==> src/rtl/tpu_tile_scheduler_if.sv <==
// Control bundle between the tile scheduler, the global buffers and the 4x4 PE array.
// master = scheduler side, slave = datapath/top-level side.
interface tpu_tile_scheduler_if #(
    parameter int ADDR_W = 8,
    parameter int DIM_W  = 4
);
    logic              start;
    logic [DIM_W-1:0]  m;
    logic [DIM_W-1:0]  n;
    logic [DIM_W-1:0]  k;
    logic              done;
    logic [ADDR_W-1:0] index_a;
    logic [ADDR_W-1:0] index_b;
    logic              ld_en;
    logic [DIM_W-1:0]  ld_k;
    logic              arr_start;
    logic              arr_done;
    logic [1:0]        res_sel;
    logic [3:0]        col_mask;
    logic              wr_en_out;
    logic [ADDR_W-1:0] index_out;

    modport master (
        input  start, m, n, k, arr_done,
        output done, index_a, index_b, ld_en, ld_k, arr_start,
               res_sel, col_mask, wr_en_out, index_out
    );

    modport slave (
        output start, m, n, k, arr_done,
        input  done, index_a, index_b, ld_en, ld_k, arr_start,
               res_sel, col_mask, wr_en_out, index_out
    );
endinterface

==> src/rtl/tpu_tile_scheduler.sv <==
// Sequences one MxK * KxN GEMM on the 4x4 systolic array, tile by tile (row tile outer).
// Optional TPU_SCHED_PERF_EN adds a saturating start-to-done cycle counter (perf_cycles).
module tpu_tile_scheduler #(
    parameter int ADDR_W = 8,
    parameter int DIM_W  = 4,
    parameter int RD_LAT = 1
) (
    input  logic                 clk,
    input  logic                 rst,
    tpu_tile_scheduler_if.master bus
`ifdef TPU_SCHED_PERF_EN
    ,
    output logic [15:0]          perf_cycles
`endif
);
    localparam int TW = DIM_W - 2;  // tile counter width (4-wide tiles)
    localparam int CW = DIM_W + 2;  // covers k + RD_LAT - 1

    typedef enum logic [2:0] {
        S_IDLE, S_FETCH, S_COMPUTE, S_WRITE, S_NEXT, S_DONE
    } state_t;

    state_t state, state_nxt;

    logic [DIM_W-1:0] m_r, n_r, k_r;
    logic [TW-1:0]    rt, ct;
    logic [TW-1:0]    mt_last, nt_last;
    logic [1:0]       row_last;
    logic [CW-1:0]    cnt;
    logic [CW-1:0]    fetch_last;
    logic             accept, dims_zero, iss;

    logic [RD_LAT:1]            vld_pipe;
    logic [RD_LAT:1][DIM_W-1:0] ld_k_pipe;

    assign accept     = bus.start && (state == S_IDLE || state == S_DONE);
    assign dims_zero  = (bus.m == '0) || (bus.n == '0) || (bus.k == '0);
    assign mt_last    = m_r[DIM_W-1:2] - TW'(m_r[1:0] == 2'b00);
    assign nt_last    = n_r[DIM_W-1:2] - TW'(n_r[1:0] == 2'b00);
    // Last row tile may be partial: R-1 = (m-1) mod 4.
    assign row_last   = (rt == mt_last) ? (m_r[1:0] - 2'd1) : 2'd3;
    assign fetch_last = {2'b00, k_r} + CW'(RD_LAT - 1);
    assign iss        = (state == S_FETCH) && (cnt < {2'b00, k_r});

    always_ff @(posedge clk) begin
        if (rst) state <= S_IDLE;
        else     state <= state_nxt;
    end

    always_comb begin
        state_nxt = state;
        case (state)
            S_IDLE, S_DONE: if (bus.start) state_nxt = dims_zero ? S_DONE : S_FETCH;
            S_FETCH:        if (cnt == fetch_last) state_nxt = S_COMPUTE;
            S_COMPUTE:      if (bus.arr_done) state_nxt = S_WRITE;
            S_WRITE:        if (cnt[1:0] == row_last) state_nxt = S_NEXT;
            S_NEXT:         state_nxt = (rt == mt_last && ct == nt_last) ? S_DONE : S_FETCH;
            default:        state_nxt = S_IDLE;
        endcase
    end

    // cnt restarts on every state change; in COMPUTE it parks at 1 so arr_start fires once.
    always_ff @(posedge clk) begin
        if (rst) begin
            m_r <= '0;
            n_r <= '0;
            k_r <= '0;
            rt  <= '0;
            ct  <= '0;
            cnt <= '0;
        end else begin
            if (accept) begin
                m_r <= bus.m;
                n_r <= bus.n;
                k_r <= bus.k;
                rt  <= '0;
                ct  <= '0;
            end else if (state == S_NEXT) begin
                if (ct == nt_last) begin
                    ct <= '0;
                    rt <= rt + 1'b1;
                end else begin
                    ct <= ct + 1'b1;
                end
            end
            if (state_nxt != state)                   cnt <= '0;
            else if (state != S_COMPUTE || cnt == '0) cnt <= cnt + 1'b1;
        end
    end

    // Load strobe tracks the GBUFF read latency.
    always_ff @(posedge clk) begin
        if (rst) begin
            vld_pipe  <= '0;
            ld_k_pipe <= '0;
        end else begin
            vld_pipe[1]  <= iss;
            ld_k_pipe[1] <= cnt[DIM_W-1:0];
            for (int i = 2; i <= RD_LAT; i++) begin
                vld_pipe[i]  <= vld_pipe[i-1];
                ld_k_pipe[i] <= ld_k_pipe[i-1];
            end
        end
    end

    always_comb begin
        bus.done      = (state == S_DONE);
        bus.arr_start = (state == S_COMPUTE) && (cnt == '0);
        bus.ld_en     = vld_pipe[RD_LAT];
        bus.ld_k      = ld_k_pipe[RD_LAT];
        bus.index_a   = '0;
        bus.index_b   = '0;
        bus.wr_en_out = 1'b0;
        bus.res_sel   = 2'd0;
        bus.index_out = '0;
        bus.col_mask  = 4'b0000;
        if (iss) begin
            bus.index_a = ADDR_W'(rt) * ADDR_W'(k_r) + ADDR_W'(cnt);
            bus.index_b = ADDR_W'(ct) * ADDR_W'(k_r) + ADDR_W'(cnt);
        end
        if (state == S_WRITE) begin
            bus.wr_en_out = 1'b1;
            bus.res_sel   = cnt[1:0];
            bus.index_out = ADDR_W'(ct) * ADDR_W'(m_r) + ADDR_W'({rt, 2'b00}) + ADDR_W'(cnt[1:0]);
        end
        if (state == S_FETCH || state == S_COMPUTE || state == S_WRITE) begin
            for (int j = 0; j < 4; j++)
                bus.col_mask[j] = ({1'b0, ct, 2'b00} + (DIM_W+1)'(j)) < {1'b0, n_r};
        end
    end

`ifdef TPU_SCHED_PERF_EN
    always_ff @(posedge clk) begin
        if (rst)
            perf_cycles <= '0;
        else if (accept)
            perf_cycles <= '0;
        else if (state != S_IDLE && state != S_DONE && perf_cycles != 16'hFFFF)
            perf_cycles <= perf_cycles + 16'd1;
    end
`endif
endmodule

==> src/flat_wrapper.sv <==
// flat-port wrapper written by rule: the top's interface ports become plain ports
module tpu_tile_scheduler_flat 
#(
    parameter int ADDR_W = 8,
    parameter int DIM_W  = 4,
    parameter int RD_LAT = 1
)
  (clk, rst, bus_start, bus_m, bus_n, bus_k, bus_arr_done, bus_done, bus_index_a, bus_index_b, bus_ld_en, bus_ld_k, bus_arr_start, bus_res_sel, bus_col_mask, bus_wr_en_out, bus_index_out);
  tpu_tile_scheduler_if #(.ADDR_W(ADDR_W), .DIM_W(DIM_W)) bus_i ();
  input  logic clk;
  input  logic rst;
  input wire logic [$bits(bus_i.start)-1:0] bus_start;
  input wire logic [$bits(bus_i.m)-1:0] bus_m;
  input wire logic [$bits(bus_i.n)-1:0] bus_n;
  input wire logic [$bits(bus_i.k)-1:0] bus_k;
  input wire logic [$bits(bus_i.arr_done)-1:0] bus_arr_done;
  output wire logic [$bits(bus_i.done)-1:0] bus_done;
  output wire logic [$bits(bus_i.index_a)-1:0] bus_index_a;
  output wire logic [$bits(bus_i.index_b)-1:0] bus_index_b;
  output wire logic [$bits(bus_i.ld_en)-1:0] bus_ld_en;
  output wire logic [$bits(bus_i.ld_k)-1:0] bus_ld_k;
  output wire logic [$bits(bus_i.arr_start)-1:0] bus_arr_start;
  output wire logic [$bits(bus_i.res_sel)-1:0] bus_res_sel;
  output wire logic [$bits(bus_i.col_mask)-1:0] bus_col_mask;
  output wire logic [$bits(bus_i.wr_en_out)-1:0] bus_wr_en_out;
  output wire logic [$bits(bus_i.index_out)-1:0] bus_index_out;
  assign bus_i.start = bus_start;
  assign bus_i.m = bus_m;
  assign bus_i.n = bus_n;
  assign bus_i.k = bus_k;
  assign bus_i.arr_done = bus_arr_done;
  assign bus_done = bus_i.done;
  assign bus_index_a = bus_i.index_a;
  assign bus_index_b = bus_i.index_b;
  assign bus_ld_en = bus_i.ld_en;
  assign bus_ld_k = bus_i.ld_k;
  assign bus_arr_start = bus_i.arr_start;
  assign bus_res_sel = bus_i.res_sel;
  assign bus_col_mask = bus_i.col_mask;
  assign bus_wr_en_out = bus_i.wr_en_out;
  assign bus_index_out = bus_i.index_out;
  tpu_tile_scheduler #(.ADDR_W(ADDR_W), .DIM_W(DIM_W), .RD_LAT(RD_LAT)) u_core (.clk(clk), .rst(rst), .bus(bus_i));
endmodule
==> config.mk <==
export PLATFORM = sky130hd
export DESIGN_NAME = tpu_tile_scheduler_flat
export DESIGN_NICKNAME = d
export VERILOG_FILES = /design/src/rtl/tpu_tile_scheduler_if.sv /design/src/rtl/tpu_tile_scheduler.sv /design/src/flat_wrapper.sv
export SDC_FILE = /design/constraint.sdc
export NUM_CORES = 1
export LEC_CHECK = 0
export CAP_MARGIN = 20
export CORE_ASPECT_RATIO = 0.8
export CORE_MARGIN = 4
export CORE_UTILIZATION = 25
export CTS_BUF_LIST = sky130_fd_sc_hd__clkbuf_4
export CTS_CLUSTER_SIZE = 14
export DETAILED_ROUTE_END_ITERATION = 8
export SETUP_SLACK_MARGIN = 0.02
export SYNTH_ARGS = -nofsm -noshare
export SYNTH_HDL_FRONTEND = slang
export SYNTH_SLANG_ARGS = --single-unit
==> constraint.sdc <==
create_clock -name clk -period 3.7 [get_ports clk]
set_input_delay 0.37 -clock clk [delete_from_list [all_inputs] [get_ports clk]]
set_output_delay 0.37 -clock clk [all_outputs]
set_load 0.01 [all_outputs]
==> flow_summary.json <==
{
  "gp_congestion": 0.8524,
  "criticalPathCategory": "flop to output port",
  "clockRootBuffer": "clkbuf_4",
  "setup_slack_ns": 0.2289,
  "cts_tree": "built",
  "antenna_found_initial": 0,
  "slew_headroom": 0.4918,
  "grt_usage": 0.1188,
  "numCtsBuffers": 5,
  "status": "completed",
  "cp_data_arrival_time_ns": 3.10,
  "rows": 33,
  "crit_top_cell": "fa_1",
  "synth_area_leaders": "dfxtp_1 (22%), ha_1 (15%), fa_1 (8.9%), nor2_1 (7.1%), inv_1 (6.1%)",
  "synthTopCellsByCount": "nor2_1 (51), inv_1 (44), ha_1 (32)",
  "grt_max_degree": 16,
  "period_minus_slack_ns": 3.471,
  "switching_share": 0.4170,
  "synth_top_family_by_area": "adder cells",
  "critical_path_required_ns": 3.33,
  "dieHeight_microns": 100.8,
  "postCtsHoldBufs": 0,
  "drt-pass1-iter-count": 5,
  "ys_ff_latch": 30,
  "nNetsFinal": 451,
  "worstMarginPinSlew_ns": 0.7565,
  "ys_types": 38,
  "yosysWarnings": 0,
  "p_int_mw": 0.6679,
  "drtAntennaViolNets": 0,
  "fmax_mhz": 288.1,
  "reg2reg_depth": 8,
  "insertion_delay_ns": 0.35,
  "finalWirelength_microns": 7010,
  "endpoint_kind": "output port",
  "switchingPower_mw": 0.4777,
  "multi_input_area_sq_um": 1877,
  "clock-sinks": 30,
  "clockPowerShare": 0.173,
  "synthArstFlopShare": 0,
  "vdd_drop_max_uv": 123.4,
  "regArea_sq_um": 614.3,
  "power.density_nw_per_um2": 332.5,
  "drt_iter0_drc": 167,
  "leakagePower_nw": 1.514,
  "synth_top_area_cell": "dfxtp_1",
  "top_level_ports": 54,
  "maxCapViolations": 0,
  "dp_hpwl_microns": 5749,
  "die_x_microns": 124,
  "yosysMostFrequentCell": "nor2_1",
  "vias": 2404,
  "hp-class": "flop to flop",
  "dominantRegCellSynth": "dfxtp_1",
  "period_share": 0.9381,
  "min_delay_path_depth": 2,
  "path_cells": "nand2_1 > fa_1 > inv_1 > ha_1 > fa_1 > nand3b_1 > xor2_1 > nor2_1 > clkdlybuf4s50_1",
  "clock_path_buffers": 2,
  "detailed_place.area_sq_um": 3337,
  "fin_area_sq_um": 3446,
  "htree_levels": 2,
  "critPathMaxFanout": 11,
  "hold_viol": 0,
  "start_util": 0.2597,
  "synth_top_area_frac": 0.2232,
  "finalSetupTns_ns": 0,
  "core_region_area_sq_um": 10360,
  "syn-mean-instance-area_sq_um": 7.963,
  "setup_viol": 0,
  "cpPeakStageDelay_ns": 0.55,
  "instances_no_fill": 532,
  "crit_slowest_cell": "fa_1",
  "wl_per_cell_microns": 13.18,
  "viasPerCell": 4.519,
  "drc": 0,
  "netlist_area_sq_um": 2691,
  "comb_power_share": 0.452,
  "grt.overflow.total": 0,
  "power.share.sequential": 0.375,
  "critPathLaunchType": "flop",
  "clock_skew_ns": 0.01277,
  "antennaDiodeCount": 0,
  "dp_worst_setup_slack_ns": 0.2177,
  "path_clk_slew_ns": 0.11,
  "synth_edf_count": 0,
  "grt_pass1_vias": 2425,
  "place_inst": 521,
  "synthCells": 338,
  "portBuffers": 50,
  "fp.dieArea_sq_um": 12500,
  "grt_pass1_wl_microns": 11900,
  "synth-simple-area-share": 0.2227,
  "synthAdderAreaFrac": 0.2380,
  "rsz0062_at_grt": "no",
  "area_delta_synth_final_pct": 28.03,
  "synth_xor_xnor_area_share": 0.09019,
  "drive_gt1_frac": 0.06378,
  "synthMuxAreaShare": 0.03719,
  "fillers": 1057,
  "synth-seq-area-share": 0.2232,
  "drv_slew": 0,
  "synth_compound_area_frac": 0.1023
}
==> critical path: cells and delay by family, from the launching register on <==
kind,cells,cell delay (ns)
buf+inv,2,0.59
fa+ha+maj,3,1.31
simple gates,3,0.29
flops,1,0.43
xor+xnor,1,0.15
==> layer usage <==
metal	routed length, microns	vias up	track usage
li1	-	1204	-
met1	3245	1128	0.1641
met2	3216	62	0.1878
met3	485	10	0.02862
met4	63	0	0.02694
met5	0	-	0
==> logic make-up (layout without fill, tap and decap cells) <==
| group | Yosys count | count (layout) |
|---|---|---|
| AOI/OAI and AO/OA | 42 | 42 |
| xor gates and xnor gates | 26 | 26 |
| adders and majority gates | 44 | 44 |
| buffers and inverters | 57 | 109 |
| DFF | 30 | 30 |
| muxes | 10 | 10 |
| other | 1 | 3 |
| and+or+nand+nor | 128 | 128 |
==> final cells by class <==
| cell class | count | share of cell area |
|---|---|---|
| Clock buffer | 5 | 0.01089 |
| Clock inverter | 3 | 0.004720 |
| Inverter | 45 | 0.05011 |
| Multi-Input combinational cell | 253 | 0.5447 |
| Sequential cell | 30 | 0.1783 |
| Tap cell | 140 | 0.05084 |
| Timing Repair Buffer | 56 | 0.1605 |
==> sequential cells by signal, summed over array words and instances, names as in the netlist <==
signal,cells
u_core.ct,2
u_core.rt,2
u_core.n_r,4
u_core.cnt,6
u_core.state,3
u_core.k_r,4
u_core.bus.ld_k,4
u_core.bus.ld_en,1
u_core.m_r,4
==> repair_timing <==
action                                  4_1_cts  5_1_grt
resized for setup                             4       10
gates cloned                                  0        0
setup buffers                                 0        3
endpoints found under the setup margin        5        4
==> final timing paths <==
| path | from | end | slack [ns] |
|---|---|---|---|
| max | u_core.ct[1] | bus_index_out[4] | 0.23 |
| min | u_core.n_r[3] | u_core.n_r[3] | 0.52 |
| max reg2reg | u_core.m_r[0] | u_core.cnt[5] | 1.07 |
| min reg2reg | u_core.n_r[3] | u_core.n_r[3] | 0.52 |
==> per-stage QoR <==
step | total power [mW] | util | hold slack (ns)
floorplan | 0.7712 | - | 0.4473
global placement | 0.9285 | 0.3220 | 0.5012
detailed placement | 0.9383 | 0.3220 | 0.5051
CTS | 1.139 | 0.3278 | 0.5206
global route | 1.237 | 0.3325 | 0.5637
finish | 1.146 | 0.3325 | 0.5219
==> power by group through the flow <==
stage,Sequential [mW],Combinational (mW),Clock (mW)
3_5_place_dp,0.433,0.506,0
3_3_place_gp,0.431,0.498,0
5_1_grt,0.438,0.582,0.218
6_report,0.429,0.518,0.199
4_1_cts,0.425,0.511,0.203
2_1_floorplan,0.409,0.363,0
==> layout by cell type (no fill, tap or decap), types with 12 or more instances in the layout <==
cell / n
clkdlybuf4s50_1: 47
fa_1: 12
inv_1: 43
nor2_1: 51
ha_1: 32
dfxtp_1: 23
nor3_1: 12
nand2_1: 30
xnor2_1: 16
a21oi_1: 17
Power figures use the tool's default switching activity.
